===== config.mk =====
export PLATFORM = sky130hd
export DESIGN_NAME = spike_dispatcher
export DESIGN_NICKNAME = d
export VERILOG_FILES = /design/src/rtl/snn_pkg.sv /design/src/rtl/spike_dispatch_fsm.sv /design/src/rtl/spike_dispatcher.sv
export SDC_FILE = /design/constraint.sdc
export NUM_CORES = 1
export LEC_CHECK = 0
export CAP_MARGIN = 20
export CORE_MARGIN = 2
export CORE_UTILIZATION = 40
export CTS_BUF_LIST = sky130_fd_sc_hd__clkbuf_8
export DETAILED_ROUTE_END_ITERATION = 16
export HOLD_SLACK_MARGIN = 0.03
export PLACE_DENSITY_LB_ADDON = 0.05
export SLEW_MARGIN = 20
export SYNTH_ARGS = -nofsm -noshare
export SYNTH_HDL_FRONTEND = slang
export SYNTH_SLANG_ARGS = --single-unit
export TNS_END_PERCENT = 5

===== constraint.sdc =====
create_clock -name clk -period 3.75 [get_ports clk]
set_input_delay 0.75 -clock clk [delete_from_list [all_inputs] [get_ports clk]]
set_output_delay 0.75 -clock clk [all_outputs]
set_load 0.01 [all_outputs]

===== src/rtl/snn_pkg.sv =====
// snn_pkg: default field widths, word layouts and the dispatcher state
// encoding shared by the spike pipeline.
package snn_pkg;
  localparam int DEF_NID_W      = 16;
  localparam int DEF_TS_W       = 16;
  localparam int DEF_SPIKE_W    = DEF_TS_W + DEF_NID_W;
  localparam int DEF_SYN_ADDR_W = 16;
  localparam int DEF_FANOUT_W   = 8;
  localparam int DEF_WEIGHT_W   = 8;
  // spike word {ts, src}; pointer word {count, base}; synapse word {weight, target}
  localparam int SPIKE_SRC_LSB  = 0;
  localparam int SPIKE_TS_LSB   = DEF_NID_W;
  localparam int PTR_BASE_LSB   = 0;
  localparam int PTR_COUNT_LSB  = DEF_SYN_ADDR_W;
  localparam int SYN_TGT_LSB    = 0;
  localparam int SYN_WEIGHT_LSB = DEF_NID_W;
  typedef enum logic [2:0] {IDLE, LOOKUP, FETCH, WAITD, ISSUE} disp_state_t;
endpackage


===== src/rtl/spike_dispatch_fsm.sv =====
// spike_dispatch_fsm: dispatcher state register, next-state logic and
// last-synapse compare.
module spike_dispatch_fsm
  import snn_pkg::*;
#(
  parameter int FANOUT_W = DEF_FANOUT_W
) (
  input  logic                clk,
  input  logic                rst_n,
  input  logic                fifo_empty,
  input  logic [FANOUT_W-1:0] lookup_count,
  input  logic [FANOUT_W-1:0] idx,
  input  logic [FANOUT_W-1:0] count,
  input  logic                handshake,
  output disp_state_t         state
);
  disp_state_t next;
  logic        last;
  // idx < count <= 2^FANOUT_W-1 in ISSUE, so idx+1 cannot wrap
  assign last = (idx + FANOUT_W'(1)) == count;
  always_ff @(posedge clk or negedge rst_n)
    if (!rst_n) state <= IDLE;
    else state <= next;
  always_comb begin
    next = state;
    case (state)
      IDLE:    next = fifo_empty ? IDLE : LOOKUP;
      LOOKUP:  next = (lookup_count == '0) ? IDLE : FETCH;
      FETCH:   next = WAITD;
      WAITD:   next = ISSUE;
      ISSUE:   next = !handshake ? ISSUE : last ? IDLE : FETCH;
      default: next = IDLE;
    endcase
  end
endmodule


===== src/rtl/spike_dispatcher.sv =====
// spike_dispatcher: pops spikes, walks each source's fanout and issues one
// weighted event per synapse. SPIKE_DISPATCH_STATS_EN adds spike/event counters.
module spike_dispatcher
  import snn_pkg::*;
#(
  parameter int SPIKE_W    = DEF_SPIKE_W,
  parameter int NID_W      = DEF_NID_W,
  parameter int TS_W       = DEF_TS_W,
  parameter int SYN_ADDR_W = DEF_SYN_ADDR_W,
  parameter int FANOUT_W   = DEF_FANOUT_W,
  parameter int WEIGHT_W   = DEF_WEIGHT_W
) (
  input  logic                         clk,
  input  logic                         rst_n,
  input  logic [SPIKE_W-1:0]           fifo_dout,
  input  logic                         fifo_empty,
  output logic                         fifo_rd_en,
  output logic [NID_W-1:0]             ptr_addr,
  input  logic [FANOUT_W+SYN_ADDR_W-1:0] ptr_rdata,
  output logic [SYN_ADDR_W-1:0]        syn_addr,
  input  logic [WEIGHT_W+NID_W-1:0]    syn_rdata,
  output logic                         ev_valid,
  input  logic                         ev_ready,
  output logic [NID_W-1:0]             ev_target,
  output logic [WEIGHT_W-1:0]          ev_weight,
  output logic [TS_W-1:0]              ev_ts,
  output logic                         busy
`ifdef SPIKE_DISPATCH_STATS_EN
  ,
  output logic [31:0]                  stat_spikes,
  output logic [31:0]                  stat_events
`endif
);
  disp_state_t           state;
  logic [NID_W-1:0]      src;
  logic [TS_W-1:0]       ts;
  logic [SYN_ADDR_W-1:0] base;
  logic [FANOUT_W-1:0]   count;
  logic [FANOUT_W-1:0]   idx;
  logic                  handshake;
  assign handshake  = ev_valid && ev_ready;
  assign fifo_rd_en = rst_n && state == IDLE && !fifo_empty;
  assign busy       = state != IDLE;
  assign ptr_addr   = src;
  spike_dispatch_fsm #(.FANOUT_W(FANOUT_W)) u_fsm (
    .clk          (clk),
    .rst_n        (rst_n),
    .fifo_empty   (fifo_empty),
    .lookup_count (ptr_rdata[FANOUT_W+SYN_ADDR_W-1:SYN_ADDR_W]),
    .idx          (idx),
    .count        (count),
    .handshake    (handshake),
    .state        (state)
  );
  // table addresses are registered; both tables answer on the following cycle
  always_ff @(posedge clk or negedge rst_n)
    if (!rst_n) begin
      src       <= '0;
      ts        <= '0;
      base      <= '0;
      count     <= '0;
      idx       <= '0;
      syn_addr  <= '0;
      ev_valid  <= 1'b0;
      ev_target <= '0;
      ev_weight <= '0;
      ev_ts     <= '0;
    end else begin
      case (state)
        IDLE:
          if (!fifo_empty) begin
            src <= fifo_dout[NID_W-1:0];
            ts  <= fifo_dout[SPIKE_W-1:NID_W];
          end
        LOOKUP: begin
          count <= ptr_rdata[FANOUT_W+SYN_ADDR_W-1:SYN_ADDR_W];
          base  <= ptr_rdata[SYN_ADDR_W-1:0];
          idx   <= '0;
        end
        FETCH: syn_addr <= base + SYN_ADDR_W'(idx);
        WAITD: begin
          ev_target <= syn_rdata[NID_W-1:0];
          ev_weight <= syn_rdata[WEIGHT_W+NID_W-1:NID_W];
          ev_ts     <= ts;
          ev_valid  <= 1'b1;
        end
        ISSUE:
          if (ev_ready) begin
            ev_valid <= 1'b0;
            idx      <= idx + FANOUT_W'(1);
          end
        default: ;
      endcase
    end
`ifdef SPIKE_DISPATCH_STATS_EN
  always_ff @(posedge clk or negedge rst_n)
    if (!rst_n) begin
      stat_spikes <= '0;
      stat_events <= '0;
    end else begin
      stat_spikes <= stat_spikes + {31'd0, fifo_rd_en};
      stat_events <= stat_events + {31'd0, handshake};
    end
`endif
endmodule


# [Word level (Yosys, flattened, before mapping)]
# Cells that the tools add are included.
[word_totals] register_bits=124 latch_bits=0 ramBits=0 romBits=0 in_bits=84 out_inout_bits=75 word_cells=41 n_memories=0
[classes] addsub=2 n_mul=0 n_div=0 n_lt_le_gt_ge=0 n_eq_ne=6 n_shift=0 muxes=9 bitwise=1 reduce_logical=12
[ops] operator="$add 16x8->16" n=1
[ops] operator="$pmux 8 s2" n=1
[ops] operator="$pmux 3 s5" n=1
[ops] operator="$add 8x1->8 const B" n=1
[ops] operator="$eq 8x8->1" n=1
[ops] operator="$logic_not 8->1" n=1
[ops] operator="$mux 8" n=1
[ops] operator="$eq 3x2->1 const B" n=2
[ops] operator="$reduce_and 2->1" n=3
[ops] operator="$mux 2" n=2
[ops] operator="$reduce_bool 2->1" n=2
[ops] operator="$eq 3x1->1 const B" n=1
[ops] operator="$eq 3x3->1 const B" n=1
[ops] operator="$logic_and 1x1->1" n=3
[ops] operator="$logic_not 3->1" n=1
[ops] operator="$mux 3" n=1
[ops] operator="$reduce_bool 3->1" n=1
[ops] operator="$mux 1" n=2
[ops] operator="$ne 2x2->1 const B" n=1
[ops] operator="$pmux 1 s2" n=1
[ops] operator="$logic_not 1->1" n=1
[ops] operator="$not 1->1" n=1

# [Longest topological paths before layout]
# Gate-level depths: netlist of run 1.
[depth] depth_word=5 mapped_depth=8 ltp_nobuf=8

# [By module]
# A second synthesis of run 1 with hierarchy kept.
[unflattened] hier_cells=414 area_unflattened_um2=5466.5
[by_module_without_submodules] mod="spike_dispatcher" instances=1 cells_each=368 area_per_inst_um2=5083.6 seq_area_each_um2=3027.9
[by_module_without_submodules] mod="spike_dispatch_fsm" instances=1 cells_each=46 area_per_inst_um2=382.9 seq_area_each_um2=75.1

# [Worst setup path after synthesis of run 1]
# OpenSTA, ideal clock, no wires.
[synth_timing] path_kind="register -> register" start="reg idx[0]" end="reg syn_addr[12]" setup_ns=0.123 arrival_time_ns=2.064 required_ns=3.627 path_slack_ns=1.562 stages_incl_launch_ff=9 n_path_buf=0 synth_period_minus_slack_ns=2.188 cell_sequence="dfrtp_1 -> ha_1 -> fa_1 -> a211oi_2 -> nor3_1 -> o31a_1 -> o211ai_1 -> xor2_1 -> o21ai_1"
[synth_between] elab_chain_len=1
[synth_lines] item="from (decl)" line="spike_dispatcher.sv:39" text="logic [FANOUT_W-1:0] idx;"
[synth_lines] item="from (signal assigned)" line="spike_dispatcher.sv:90" text="idx <= idx + FANOUT_W'(1);"
[synth_lines] item="$add 16x8->16" line="spike_dispatcher.sv:80" text="FETCH: syn_addr <= base + SYN_ADDR_W'(idx);"
[synth_lines] item="to (signal assigned)" line="spike_dispatcher.sv:80"
[synth_lines] item="to (decl)" line="spike_dispatcher.sv:20" text="output logic [SYN_ADDR_W-1:0] syn_addr,"
# No other way between the ends.
# A chain may end at the register's enable or synchronous reset.

# [Worst setup path in the final report of run 1]
[layout_timing] start="reg u_fsm.state[2]" end="out fifo_rd_en"
[layout_between] elab_chain_len=3
[layout_lines] item="from (decl)" line="spike_dispatch_fsm.sv:15" text="output disp_state_t state"
[layout_lines] item="from (signal assigned)" line="spike_dispatch_fsm.sv:23" text="else state <= next;"
[layout_lines] item="$logic_not 3->1" line="spike_dispatcher.sv:42" text="assign fifo_rd_en = rst_n && state == IDLE && !fifo_empty;"
[layout_lines] item="$logic_and 1x1->1 (2 in a row)" line="spike_dispatcher.sv:42"
[layout_lines] item="to (decl)" line="spike_dispatcher.sv:17" text="output logic fifo_rd_en,"
# No other way between the ends.

==> results.md, run 1 <==
- Yosys warnings: 0
- Setup TNS: 0 ns
- Final hold vios: 0
- Area growth, synth to finish: 38.4%
- Die H: 122 µm
- Drt pass-1 iters: 4
- Ranking of synthesized cells by area: dfrtp_1 55%, mux2_4 10%, mux2_2 6.8%
- I/O pin cnt: 159
- GRT overflow: 0
- Fin. max-slew vios: 0
- Hold slack: 0.485 ns
- Critical path cell sequence: or3_4, nor2_4, and2_1, clkdlybuf4s50_1
- Synthesized cell area: about 5600 µm²
- Vias per Instance: ~4.8
- Diode count: 0
- Clk_skew: 0.00899 ns
- Slew margin rel.: approximately 38%
- Share of layout cells above drive strength 1: 21.5%
- IR Drop Worst-Case VDD: ~0.34 mV
- Die ar.: 15000 µm²
- Drt wl/cell: ~16 µm
- Die Width: 122 µm
- Final worst path period share: 77.9%
- Leading area contributor after synthesis: dfrtp_1
- Post-CTS Setup Repair Bufs: 0
- Power density over cell area: 830 nW/µm²
- Iteration-0 DRC Markers: about 170
- # DRC: 0
- Row count: 43
- Synthesized area per cell: approximately 14 µm²
- Yosys reg bits: between 100 and 150
- Crit Path Max Fanout: 10
- Min-delay src: ts[1]
- Cell depth of the worst flop-to-flop path: 8
- Synth cell types: just over 50
- Min cycle time layout: 2.92 ns
- Worst EP required: 3.00 ns
- Pin count of the biggest net entering global routing: 77
- Final net count: 667
- Initial cell density of the core: between 40% and 50%
- # clock sinks: 124
- Kind of critical path: register to output port
- Via count: ~3700
- Max-cap violations: 0
- CTS H-tree depth: 4
- Root Buffer: clkbuf_8
- Worst-skew pair later-pin latency: 0.44 ns
- Max frequency: approximately 340 MHz
- Number of enable flip-flop cells after synthesis: 0
- Cells after Synth: 409
- RSZ-0062 raised after global routing: false
- Synthesized Nets: 503
- Seq/Total Area, Yosys: roughly 55%
- Remaining antenna violation count after routing: 0
- Leak pwr: about 3.4 nW
- Status: finished clean
- Hold Buf Count CTS: 0
- Startpoint Class: register
- Vias in the first global route: 3683
- Final setup vio count: 0
- Crit end category: output port
- First-pass GRT wire length: around 19 mm
- Post-Route WL: 12.1 mm
- R2R Setup Slk: ~1.3 ns
- Synth top area share: 55.3%
- HPWL after DPL: 8.63 mm
- Port Buffers: 158
- Final GP Congestion: 0.818
- CP peak stage delay: 0.58 ns
- Fill cell count: 1217
- Clock Tree Buf Depth: 2
- WP data arrival: 2.17 ns
- Number of buffers and inverters on the critical path: 1
- Initial antenna violation count: 0
- Core ar.: 13800 µm²
- Post-cts sizing count: 0
- CTS Buf Count: 17
- Gr usage total: 16.5%
- RR Endpoint: syn_addr[12]
- Least-Margin Pin Slew: 0.935 ns
- Hold Path Depth: 1
- Worst r2r src: idx[0]
- Most used DFF post-synth: dfrtp_1
- Slowest CP cell: clkdlybuf4s50_1
- Delay-heaviest family, CP: simple AND/OR/NAND/NOR gates
- Worst Hold Class: register to register
- Async SR Flop Fraction: 100%
- Clock transition at path regs: 0.07 ns
- Hold path endpoint: ts[1]
- CTS tree: built
synthesized netlist by cell type (6+ instances only):
cell and instances:
buf_6 7, xnor2_1 18, ha_1 9, buf_2 6, mux2_2 34, nor2_1 7
o21ai_1 7, a21oi_1 7, o21ai_0 19, mux2_4 38, mux2_1 22, nand3_1 9
xor2_1 8, dfrtp_1 124, nand2_1 36
through the flow:
stage	cells	power [mW]	area (µm²)	worst slack, ns	util (%)
after floorplan	409	4.01	5610	1.56	-
after global placement	734	5.14	7320	0.941	53.1
after detailed placement	734	5.19	7320	0.946	53.1
after CTS	766	6.55	7760	0.772	56.4
after global routing	766	6.88	7760	0.684	56.4
final	766	6.45	7760	0.828	56.4
kinds of logic (layout without fill, tap and decap cells):
logic type | after synthesis | in the layout | synth area share, %
flops | 124 | 124 | 55.3
mux | 95 | 95 | 21.6
simple gates | 76 | 76 | 6.98
compound gates | 57 | 57 | 7.12
xor+xnor | 26 | 26 | 4.06
buf+inv | 21 | 198 | 2.54
fa+ha+maj | 10 | 10 | 2.37
layout by cell type (no fill, tap or decap), types with 3 or more instances in the layout:
cell type        count
o211ai_1             3
nand2_1             36
buf_4                5
nor2_1               7
xor2_1               8
mux2_1              22
inv_1                3
clkinv_2             6
clkbuf_8            18
nor2_4               3
nand3_1              9
o21ai_0             19
a21oi_1              7
dfrtp_1            124
bufinv_16            5
nor4_1               3
o21ai_1              7
xnor2_1             18
mux2_4              38
and3_1               5
clkdlybuf4s50_1    157
mux2_2              34
ha_1                 9
power by group:
group          internal (mW)  switching, mW
clock network          0.799          0.517
registers               1.99          0.386
logic                   1.68           1.08
worst register-to-register path, cell delays in order (launching register included):
cell	delay (ns)
dfrtp_1	0.44
ha_1	0.24
fa_1	0.44
a211oi_2	0.28
nor3_1	0.09
o31a_1	0.34
o211ai_1	0.20
xor2_1	0.16
o21ai_1	0.07
state kept, by name, indices dropped and copies added (netlist names):
| signal | count |
|---|---|
| base | 16 |
| ev_target | 16 |
| ev_ts | 16 |
| ptr_addr | 16 |
| syn_addr | 16 |
| ts | 16 |
| count | 8 |
| ev_weight | 8 |
| idx | 8 |
| u_fsm.state | 3 |
| ev_valid | 1 |
how the worst max path moves through the flow:
stage                         startpoint           end  depth (start not counted)
after floorplan                   idx[0]  syn_addr[12]                          8
after global placement        fifo_empty    fifo_rd_en                          4
after detailed placement      fifo_empty    fifo_rd_en                          4
after CTS                 u_fsm.state[2]    fifo_rd_en                          4
after global routing      u_fsm.state[2]    fifo_rd_en                          4
final                     u_fsm.state[2]    fifo_rd_en                          4
final cells by class:
type	count	area, µm²	area share (%)
inverters	4	15.0	0.193
repair buffers	162	1610	20.7
well taps	180	225	2.90
clock inverters	14	200	2.58
multi-input cells	264	2360	30.4
clock buffers	18	248	3.19
flip-flops and latches	124	3100	40.0
layer usage:
layer | share of wire [%] | global-route usage (%) | wire, µm | vias to the layer above
met5 | 0 | 0 | 0 | -
met4 | 1.2 | 5.17 | 150 | 0
met3 | 6.8 | 6.69 | 814 | 15
met2 | 47 | 26.1 | 5680 | 101
met1 | 45 | 20.8 | 5410 | 1799
li1 | - | - | - | 1778
Note: power is estimated with default switching activity, not from simulation.
==> inputs of run 2 (changes only) <==
Clock period 3.75 ns to 2.55 ns, I/O delays scaled along.
==> run 2 against run 1 <==
  * Clock power rose by 52%
  * Register-to-register slack got worse by 1.1 ns
  * Die area stayed put
  * Total power is 49% higher
  * Sequential cell count stayed put
  * Critical endpoint is now syn_addr[10]
==> results.md, run 2 (synthesized netlist as in run 1, its figures left out) <==
- Final worst path period share: 91.9%
- Worst-skew pair later-pin latency: 0.45 ns
- Commonest non-fill, non-tap cells in the layout: 156 x clkdlybuf4s50_1, 124 x dfrtp_1, 38 x mux2_4
- Final setup vio count: 0
- Kind of critical path: register to register
- Power density over cell area: 1230 nW/µm²
- Hold slack: about 0.20 ns
- I/O pin cnt: 159
- Initial antenna violation count: 0
- RSZ-0062 raised after global routing: false
- GRT overflow: 0
- Worst EP required: around 2.9 ns
- Worst r2r src: idx[0]
- Pin count of the biggest net entering global routing: about 130
- NetSw: 3.00 mW
- P_int: 6.62 mW
- Worst Hold Class: primary input to asynchronous set/reset pin
- Status: finished clean
- Die Width: 122 µm
- Sequential Power Share: 36.0%
- Row count: 43
- Diode count: 0
- Max frequency: 427 MHz
- Dpl ws: approximately 0.17 ns
- Hold Buf Count CTS: 0
- Remaining antenna violation count after routing: 0
- CTS Buf Count: 17
- Total area of sequential cells: 3100 µm²
- Die ar.: 15000 µm²
- Area occupied by multi-input gates: 2370 µm²
- Min cycle time layout: 2.34 ns
- WP data arrival: 2.68 ns
- Least-Margin Pin Slew: 0.769 ns
- Final hold vios: 0
- HPWL after DPL: 8.68 mm
- Crit end category: register
- # DRC: 0
- Clock Tree Buf Depth: 2
- Slowest CP cell: dfrtp_1
- Area growth, synth to finish: 39.7%
- Clk_skew: roughly 0.011 ns
- CTS H-tree depth: 4
- Proportion of power drawn by the clock network: 20.8%
- Slew margin rel.: 48.7%
- First-pass GRT wire length: 19.7 mm
- Fin cells: 770
- Final setup margin: ~0.21 ns
- Final GP Congestion: 0.800
- Switching share of power: 31.2%
- Post-CTS Setup Repair Bufs: 0
- Vias per Instance: 4.85
- Tot Pwr: 9.62 mW
- CTS tree: built
- Port Buffers: 158
- Gr usage total: 17.3%
- Placed Cells: 738
- Setup TNS: 0 ns
- Core ar.: 13800 µm²
- # clock sinks: approximately 120
- Root Buffer: clkbuf_8
- Leak pwr: 3.39 nW
- IR Drop Worst-Case VDD: about 0.58 mV
- Fin. max-slew vios: 0
- Max-cap violations: 0
- Iteration-0 DRC Markers: approximately 200
- Initial cell density of the core: just over 40%
- Clock transition at path regs: 0.08 ns
- Share of layout cells above drive strength 1: 22.4%
- Via count: 3733
- Drt pass-1 iters: 4
- Fill cell count: about 1200
- Die H: 122 µm
- Vias in the first global route: 3791
- Post-Route WL: 12.4 mm
- Final net count: 671
- Logic gate share of total power: 43.2%
- CP startpoint: idx[0]
- Critical path cell sequence: ha_1, fa_2, a211oi_4, nor3_1, o31a_1, o211ai_1, xor2_1, o21ai_1
- Commonest non-fill, non-tap cell in the layout: clkdlybuf4s50_1
- Drt wl/cell: roughly 16 µm
- Crit Path Max Fanout: 5
- Startpoint Class: register
- CP peak stage delay: 0.45 ns
## run 2: per-stage QoR
step,instance area (µm²),util (%)
floorplan,5610,-
finish,7830,56.9
global placement,7360,53.4
CTS,7820,56.8
global route,7830,56.9
detailed placement,7360,53.4
## run 2: final timing paths
check | cells after the start | to | slack (ns)
setup / recovery | 8 | syn_addr[10] | 0.21
hold / removal | 2 | base[10] | 0.20
setup reg to reg | 8 | syn_addr[10] | 0.21
hold reg to reg | 2 | syn_addr[6] | 0.48
max in group asynchronous | 2 | idx[3] | 1.84
min in group clk | 2 | syn_addr[6] | 0.48
## run 2: worst max-delay path, delay by kind of cell (launching register included)
kind	cells	cell delay [ns]
XOR/XNOR	1	0.16
AO/OA/AOI/OAI	4	0.89
flip-flops	1	0.45
AND/OR/NAND/NOR	1	0.08
adder cells (fa/ha/maj)	2	0.64
## run 2: cell type report
type,instances,share of cell area (%)
clock buffer,18,3.16
timing repair buffer,166,21.1
sequential,124,39.6
clock inverter,14,2.80
tap,180,2.87
multi-input combinational,264,30.3
inverter,4,0.192
## run 2: power groups by stage
stage | clock, mW | combinational [mW] | sequential [mW]
2_1_floorplan | 0 | 2.19 | 3.70
3_3_place_gp | 0 | 4.15 | 3.47
3_5_place_dp | 0 | 4.18 | 3.51
4_1_cts | 2.06 | 4.21 | 3.48
5_1_grt | 2.16 | 4.50 | 3.60
6_report | 2.00 | 4.15 | 3.47
## run 2: timing repair
action	4_1_cts	5_1_grt
pin swaps	0	1
gates resized for setup	1	2
setup endpoints to repair	1	2
## run 2: layer usage
layer	vias up	global-route usage (%)	part of all wire (%)
li1	1781	-	-
met1	1842	22.7	45
met2	96	26.4	47
met3	14	6.55	6.4
met4	0	6.03	1.2
met5	-	0	0
==> inputs of run 3 (changes only) <==
Settings changed: CTS_CLUSTER_DIAMETER set to 40, RECOVER_POWER set to 50.
==> run 3 against run 2 <==
  * Largest cell class unchanged
  * Sequential share of layout area increased by 0.25 points
  * Critical path depth unchanged
  * The run now ends with capacitance limit, slew limit left
  * Final cell count unchanged
  * Clock-buffer cell count unchanged
  * First-iteration DRC count decreased by 5.4%
  * Clock power barely moved
==> results.md, run 3 (synthesized netlist as in run 1, its figures left out) <==
- Status: finished with violations
- Failing checks: capacitance limit, slew limit
- Crit end category: register
- Post-route cell area: 7780 µm²
- Gr usage total: 17.3%
- Via count: 3732
- Grt peak-use layer: met2
- Max frequency: approximately 430 MHz
- Hold slack: 0.482 ns
- Drt wl/cell: 16.1 µm
- Fin. max-slew vios: 125
- Die ar.: between 10000 and 15000 µm²
- Final worst path period share: 92.0%
- Total area of sequential cells: between 3000 and 4000 µm²
- Initial cell density of the core: 40.7%
- First-pass GRT wire length: 19.7 mm
- CTS H-tree depth: 4
- Area occupied by multi-input gates: 2350 µm²
- Startpoint Class: register
- CTS Buf Count: 17
- Core ar.: 13800 µm²
- Min cycle time layout: 2.35 ns
- Crit Path Max Fanout: 5
- # clock sinks: 124
- DP Area: 7360 µm²
- Min-delay src: syn_addr[6]
- Tot Pwr: 9.57 mW
- Vias per Instance: 4.85
- Root Buffer: clkbuf_8
- Remaining antenna violation count after routing: 0
- Iteration-0 DRC Markers: 192
- Drt pass-1 iters: 4
- IR Drop Worst-Case VDD: 0.582 mV
- Leak pwr: ~3.4 nW
- Clk_skew: 0.0100 ns
- Port Buffers: 158
- Vias in the first global route: approximately 3800
- Hold path endpoint: syn_addr[6]
- Clock Tree Buf Depth: 2
- CTS tree: built
- R2R Setup Slk: around 0.20 ns
- Commonest non-fill, non-tap cell in the layout: clkdlybuf4s50_1
- RR Endpoint: syn_addr[10]
- Final hold vios: 0
- Final setup vio count: 0
- Area growth, synth to finish: 38.8%
- Worst-skew pair later-pin latency: 0.45 ns
- Cell depth of the worst flop-to-flop path: 8
- Final net count: roughly 670
- HPWL after DPL: 8.68 mm
- Hold Path Depth: 2
- Post-CTS Setup Repair Bufs: 0
- Die H: 122 µm
- Slew margin rel.: -11.9%
- Row count: between 40 and 50
- Least-Margin Pin Slew: 1.68 ns
- Pin count of the biggest net entering global routing: 125
- I/O pin cnt: approximately 160
- Diode count: 0
- WP data arrival: around 2.7 ns
- Initial antenna violation count: 0
- # DRC: 0
- Kind of critical path: register to register
- Setup TNS: 0 ns
- Worst r2r src: idx[0]
- Max-cap violations: 1
- Worst Hold Class: register to register
- Worst EP required: 2.88 ns
- Die Width: around 120 µm
- Final GP Congestion: 0.800
- RSZ-0062 raised after global routing: false
- Share of layout cells above drive strength 1: approximately 22%
- Post-Route WL: 12.4 mm
- Met3 usage: 6.55%
- Clock transition at path regs: 0.08 ns
- Power density over cell area: 1230 nW/µm²
- Fill cell count: 1211
- Commonest non-fill, non-tap cells in the layout: 155 x clkdlybuf4s50_1, 124 x dfrtp_1, 38 x mux2_4
- Met1 usage: a little under a quarter
- Fin util: 56.5%
- GRT overflow: 0
- M2 GR Usage: 26.4%
[run 3: metrics by stage]
stage                     std cells  setup WS [ns]
final                           770          0.205
after global routing            770         0.0247
after CTS                       770          0.159
after detailed placement        738          0.175
after global placement          738          0.220
after floorplan                 409          0.362
[run 3: critical path, stage by stage, from the launching register on]
cell and delay (ns):
dfrtp_1 0.45, ha_1 0.24, fa_2 0.40, a211oi_4 0.27, nor3_1 0.08, o31a_1 0.34
o211ai_1 0.21, xor2_1 0.16, o21ai_1 0.07
[run 3: how the worst max path moves through the flow]
stage / start / endpoint / slack [ns] / cells after the start
2_1_floorplan: idx[0] / syn_addr[12] / 0.36 / 8
3_3_place_gp: idx[0] / syn_addr[10] / 0.22 / 8
3_5_place_dp: idx[0] / syn_addr[10] / 0.17 / 8
4_1_cts: idx[0] / syn_addr[10] / 0.16 / 8
5_1_grt: idx[0] / syn_addr[12] / 0.02 / 8
6_report: idx[0] / syn_addr[10] / 0.20 / 8
[run 3: timing repair]
item,4_1_cts,5_1_grt
hold buffers,0,0
gates resized for setup,1,2
gates cloned,0,0
endpoints found under the setup margin,1,2
pin swaps,0,1
[run 3: area by class of cell]
class	instances	area share [%]
clock buffers	18	3.18
clock inverters	14	2.81
inverters	4	0.193
multi-input cells	264	30.2
flip-flops and latches	124	39.9
well taps	180	2.89
repair buffers	166	20.9
[run 3: report_power, final]
| group | internal, mW | switching [mW] |
|---|---|---|
| sequential | 2.92 | 0.540 |
| clock | 1.19 | 0.810 |
| combinational | 2.48 | 1.63 |
| total | 6.59 | 2.98 |
[run 3: per-layer routing]
metal / share of wire [%] / routed length, µm
met5: 0 / 0
met4: 1.2 / 149
met3: 6.6 / 813
met2: 47 / 5840
met1: 45 / 5570
==> RTL edit 1, RTL diff (flow settings as in run 3) <==
The 5 states of `disp_state_t` get a one-hot encoding in 5 bits.
--- a/src/rtl/snn_pkg.sv
+++ b/src/rtl/snn_pkg.sv
@@ -15,5 +15,5 @@
   localparam int SYN_TGT_LSB    = 0;
   localparam int SYN_WEIGHT_LSB = DEF_NID_W;
-  typedef enum logic [2:0] {IDLE, LOOKUP, FETCH, WAITD, ISSUE} disp_state_t;
+  typedef enum logic [4:0] {IDLE = 5'b00001, LOOKUP = 5'b00010, FETCH = 5'b00100, WAITD = 5'b01000, ISSUE = 5'b10000} disp_state_t;
 endpackage
 
Function: no difference found for any inputs over 10 cycles, from zero or initial values and one cycle with rst_n low; not proved beyond that.
==> RTL edit 1 against run 3 <==
- the flow still finishes with violations (max-capacitance violations, max-slew violations)
- total power shrank 12%
- routed wire length shrank 1.0%
- clock power shrank 5%
- worst setup slack lost 16 ps
- area after synthesis shrank 1.3%
- register-to-register slack gained 95 ps
- sequential cell count grew 2
- design area shrank 0.82%
==> RTL edit 1: results (changes against run 3) <==
Parameter                              Value

Outcome
  Status    finished with violations (unchanged)
  Failing checks    max-capacitance violations, max-slew violations (unchanged)

Place
  Placed Instance Area    7302 µm² (was 7358 µm²)
  Worst slack at placement    246.5 ps (was 174.8 ps)
  Dpl cells    778 (was 738)
  Detailed placement HPWL    8695 µm (was 8678 µm)
  Placer Congestion    0.7765 (was 0.7996)

Synth
  Net count after synthesis    549 (was 503)
  Post-synth cell types    49 (was 51)
  Dominant cells by area after synthesis    sky130_fd_sc_hd__dfrtp_1 (57%), sky130_fd_sc_hd__mux2_2 (15%), sky130_fd_sc_hd__nand2_1 (5.4%) (was sky130_fd_sc_hd__dfrtp_1 (55%), sky130_fd_sc_hd__mux2_4 (10%), sky130_fd_sc_hd__mux2_2 (6.8%))
  Yosys warns    0 (unchanged)
  Most common library cells after synthesis    sky130_fd_sc_hd__dfrtp_1 (125), sky130_fd_sc_hd__nand2_1 (79), sky130_fd_sc_hd__mux2_2 (72) (was sky130_fd_sc_hd__dfrtp_1 (124), sky130_fd_sc_hd__mux2_4 (38), sky130_fd_sc_hd__nand2_1 (36))
  Portion of the post-synthesis area used by sequential elements    56.98% (was 55.33%)
  Gate count after technology mapping    455 (was 409)

STA
  Portion of the clock cycle consumed by the worst path in the final layout    92.57% (was 91.96%)
  Fin Clk Skew    6.787 ps (was 10.04 ps)
  Measured slew at the worst slew-check pin    1702 ps (was 1678 ps)
  Final Max Slew Viols    127 (was 125)

Global routing
  Number of global-route vias before repair    3988 (was 3791)
  GRT Total Usage    17.25% (was 17.34%)
  Global-route wire length before repair    19600 µm (was 19650 µm)
  Initial antenna violation count    1 (was 0)
  Pin count of the biggest net entering global routing    127 (was 125)

Critical path
  Crit path capture    fifo_rd_en (was syn_addr[10])
  Top Family by Delay on Critical Path    simple AND/OR/NAND/NOR gates (was compound AO/OA/AOI/OAI gates)
  Reg-to-reg setup timing slack    300 ps (was 200 ps)
  Cell type of the slowest stage on the worst timing path    sky130_fd_sc_hd__dfrtp_2 (was sky130_fd_sc_hd__dfrtp_1)
  Delay contributed by the slowest stage of the critical path    470 ps (was 450 ps)
  Register-to-Register Path Depth    9 (was 8)
  Arrival time worst endpoint    1850 ps (was 2680 ps)
  Reg2Reg Capture Point    syn_addr[8] (was syn_addr[10])
  Reg2Reg Launch Point    idx[0] (unchanged)
  Launch point of the worst path    u_fsm.state[3] (was idx[0])
  Largest fanout on the critical path    7 (was 5)

Drt
  Detail-routed via count per cell    4.892 (was 4.847)
  Starting DRC count in detailed routing    114 (was 192)
  Avg WL per Cell    15.15 µm (was 16.07 µm)

Cells and area
  Final non-filler cell total    808 (was 770)
  Share of cells above drive strength 1    18.67% (was 21.53%)
  # nets final    715 (was 671)
  Fill cell instance count of the final layout    1147 (was 1211)

Flow run
  # Max-Cap Violations    1 (unchanged)

Pwr
  Peak supply drop    0.0006207 V (was 0.0005822 V)
  Reported leakage power    3.375 nW (was 3.374 nW)

CTS
  Clock transition at the register clock pins on the worst setup and hold paths after CTS    70 ps
  Root Buffer Master    sky130_fd_sc_hd__clkbuf_8 (unchanged)
  Post-cts sizing count    4 (was 1)
[RTL edit 1: cell count changes after synthesis, moves of 8 or more]
| cell | delta |
|---|---|
| sky130_fd_sc_hd__xor2_1 | +8 |
| sky130_fd_sc_hd__mux2_4 | -38 |
| sky130_fd_sc_hd__xnor2_1 | -9 |
| sky130_fd_sc_hd__o21ai_0 | +10 |
| sky130_fd_sc_hd__mux2_2 | +38 |
| sky130_fd_sc_hd__nand2_1 | +43 |
| sky130_fd_sc_hd__mux2_1 | -14 |
[RTL edit 1: logic make-up after synthesis]
family,share of synthesized area [%]
xor+xnor,4.250
simple gates,10.15
fa+ha+maj,2.396
buf+inv,2.102
flops,56.98
compound gates,7.482
mux,16.64
[RTL edit 1: area by class of cell]
type	count	area, µm²	area share, %
tap	176	220.2	2.852
clock buffer	22	302.8	3.922
inverter	9	33.78	0.4375
sequential	126	3157	40.88
multi-input combinational	304	2267	29.36
clock inverter	8	137.6	1.783
timing repair buffer	163	1603	20.76
[RTL edit 1: worst min path at each step]
stage | start | to | slack [ps]
6_report | syn_addr[0] | syn_addr[0] | 480
5_1_grt | syn_addr[15] | syn_addr[15] | 510
4_1_cts | rst_n | syn_addr[11] | 270
3_5_place_dp | syn_addr[0] | syn_addr[0] | 470
3_3_place_gp | syn_addr[15] | syn_addr[15] | 460
2_1_floorplan | rst_n | base[0] | 210
[RTL edit 1: power by group]
part           internal (mW)  switching [mW]  total [mW]  leakage, nW
clock network           1.18           0.736        1.91        0.233
logic                   1.85            1.26        3.11         1.59
registers               2.86           0.510        3.37         1.55
[RTL edit 1: metal layers]
metal / GRT usage, % / vias to the layer above / part of all wire, %
met5: 0 / - / 0
met3: 6.461 / 16 / 7.2
met1: 21.75 / 1895 / 45
met4: 6.466 / 0 / 1.4
met2: 27.18 / 132 / 46
li1: - / 1910 / -
==> RTL edit 2, RTL diff (config.mk and constraints of run 3) <==
Made on the original files. Build with the macro `SPIKE_DISPATCH_STATS_EN` defined.
--- a/src/rtl/spike_dispatcher.sv
+++ b/src/rtl/spike_dispatcher.sv
@@ -1,4 +1,6 @@
 // spike_dispatcher: pops spikes, walks each source's fanout and issues one
 // weighted event per synapse. SPIKE_DISPATCH_STATS_EN adds spike/event counters.
+`define SPIKE_DISPATCH_STATS_EN
+
 module spike_dispatcher
   import snn_pkg::*;
Behaviour (old outputs only; new: stat_events and stat_spikes): unchanged (Yosys induction, for registers that start in step).
==> RTL edit 2 against run 3 <==
- the flow now finishes without violations
- critical path type unchanged
- total power rose by 17%
- first-iteration DRC count rose by 47%
- design area rose by 46%
- largest cell class unchanged
- worst setup slack got worse by 4.8 ps
- sequential power rose by 36%
- area after synthesis rose by 47%
- routed wire length rose by 55%
- sequential cell count rose by 64
==> RTL edit 2: results (changes against run 3) <==
Parameter                              Value

Cells and area
  Number of buffers other than clock buffers in the final layout    246 (was 166)
  Number of logic inverters in the finished layout    6 (was 4)
  Share of cells above drive strength 1    17.78% (was 21.53%)
  Area occupied by multi-input gates    3427 µm² (was 2350 µm²)
  Share of final layout cell area taken by clock buffers and inverters    3.612% (was 5.995%)
  Number of antenna cells inserted    1 (was 0)
  Fill cell instance count of the final layout    1744 (was 1211)
  Sequential cell area    4705 µm² (was 3103 µm²)
  # nets final    996 (was 671)
  Data-path buffer share of cell area in the final layout    21.40% (was 20.88%)

Synth
  Net count after synthesis    755 (was 503)
  Post-synthesis compound-gate area fraction    4.665% (was 7.117%)
  Arithmetic-cell share of the synthesized area counting full adders, half adders and majority gates    2.219% (was 2.365%)
  XOR/XNOR share of the synthesized area    7.962% (was 4.061%)
  Portion of the post-synthesis area used by sequential elements    57.13% (was 55.33%)
  Synth Register Bits    188 (was 124)
  Gate count after technology mapping    657 (was 409)
  Dominant cells by area after synthesis    sky130_fd_sc_hd__dfrtp_1 (57%), sky130_fd_sc_hd__mux2_2 (13%), sky130_fd_sc_hd__xnor2_1 (5.7%) (was sky130_fd_sc_hd__dfrtp_1 (55%), sky130_fd_sc_hd__mux2_4 (10%), sky130_fd_sc_hd__mux2_2 (6.8%))
  Most common library cells after synthesis    sky130_fd_sc_hd__dfrtp_1 (188), sky130_fd_sc_hd__mux2_2 (95), sky130_fd_sc_hd__xnor2_1 (54) (was sky130_fd_sc_hd__dfrtp_1 (124), sky130_fd_sc_hd__mux2_4 (38), sky130_fd_sc_hd__nand2_1 (36))

Critical path
  Top Family by Delay on Critical Path    buffers and inverters (was compound AO/OA/AOI/OAI gates)
  Delay contributed by the slowest stage of the critical path    740 ps (was 450 ps)
  Largest fanout on the critical path    34 (was 5)
  Cell type of the slowest stage on the worst timing path    sky130_fd_sc_hd__buf_2 (was sky130_fd_sc_hd__dfrtp_1)

Global routing
  Pin count of the biggest net entering global routing    189 (was 125)
  GRT Total Usage    17.98% (was 17.34%)
  Number of global-route vias before repair    5995 (was 3791)
  Initial antenna violation count    2 (was 0)
  Global-route wire length before repair    31020 µm (was 19650 µm)

Place
  Worst slack at placement    -136.0 ps (was 174.8 ps)
  Dpl cells    1147 (was 738)
  Detailed placement HPWL    14060 µm (was 8678 µm)

Pwr
  Peak supply drop    0.0004553 V (was 0.0005822 V)
  Reported leakage power    4.813 nW (was 3.374 nW)
  Total net switching power    3.730 mW (was 2.979 mW)

Outcome
  Status    completed (was finished with violations)

STA
  Fin Clk Skew    17.11 ps (was 10.04 ps)
  Relative slew slack    18.53% (was -11.87%)

Drt
  Routed via count    5897 (was 3732)
==> RTL edit 2: changes by cell type after synthesis, sizes merged, moves of 10 or more <==
cell	before	now
xor2	8	19
and4	0	10
clkbuf	3	15
nor2	10	26
nand2	36	46
nand3	10	43
dfrtp	124	188
xnor2	18	55
nand4	1	19
==> RTL edit 2: per-layer routing <==
layer / wire (µm) / vias to the layer above / share of wire [%] / GRT usage, %
met5: 13 / - / 0.068 / 0
li1: - / 2821 / - / -
met3: 1139 / 28 / 5.9 / 5.463
met2: 9447 / 158 / 49 / 30.07
met1: 8212 / 2888 / 43 / 22.48
met4: 378 / 2 / 2.0 / 5.721
==> RTL edit 2: final timing paths <==
check,cells past startpoint,end,slack [ps],start
max,4,ev_target[6],200,u_fsm.state[0]
min,1,stat_events[31],480,stat_events[31]
max reg2reg,4,ev_target[6],200,u_fsm.state[0]
min reg2reg,1,stat_events[31],480,stat_events[31]
max in group asynchronous,4,idx[0],380,rst_n
min in group asynchronous,3,stat_spikes[19],670,rst_n
==> RTL edit 2: metrics by stage <==
stage | setup TNS (ps) | power [mW] | instance area, µm² | util (%)
2_1_floorplan | 0 | 7.040 | 8267 | -
3_3_place_gp | -461.5 | 9.159 | 10940 | 54.06
3_5_place_dp | -1136 | 9.319 | 10940 | 54.06
4_1_cts | 0 | 11.38 | 11350 | 56.07
5_1_grt | 0 | 11.91 | 11330 | 55.99
6_report | 0 | 11.16 | 11330 | 55.99
==> RTL edit 2: worst register-to-register path, delay by kind of cell, from the launching register on <==
kind | cells | cell delay [ps]
simple gates | 1 | 440
mux | 1 | 450
buf+inv | 2 | 940
flops | 1 | 420
==> RTL edit 2: repair_timing <==
item                       4_1_cts  5_1_grt
gates resized for setup          1        0
hold buffers                     0        1
setup endpoints to repair        1        0
hold endpoints to repair         0       48
setup buffers                    0        0
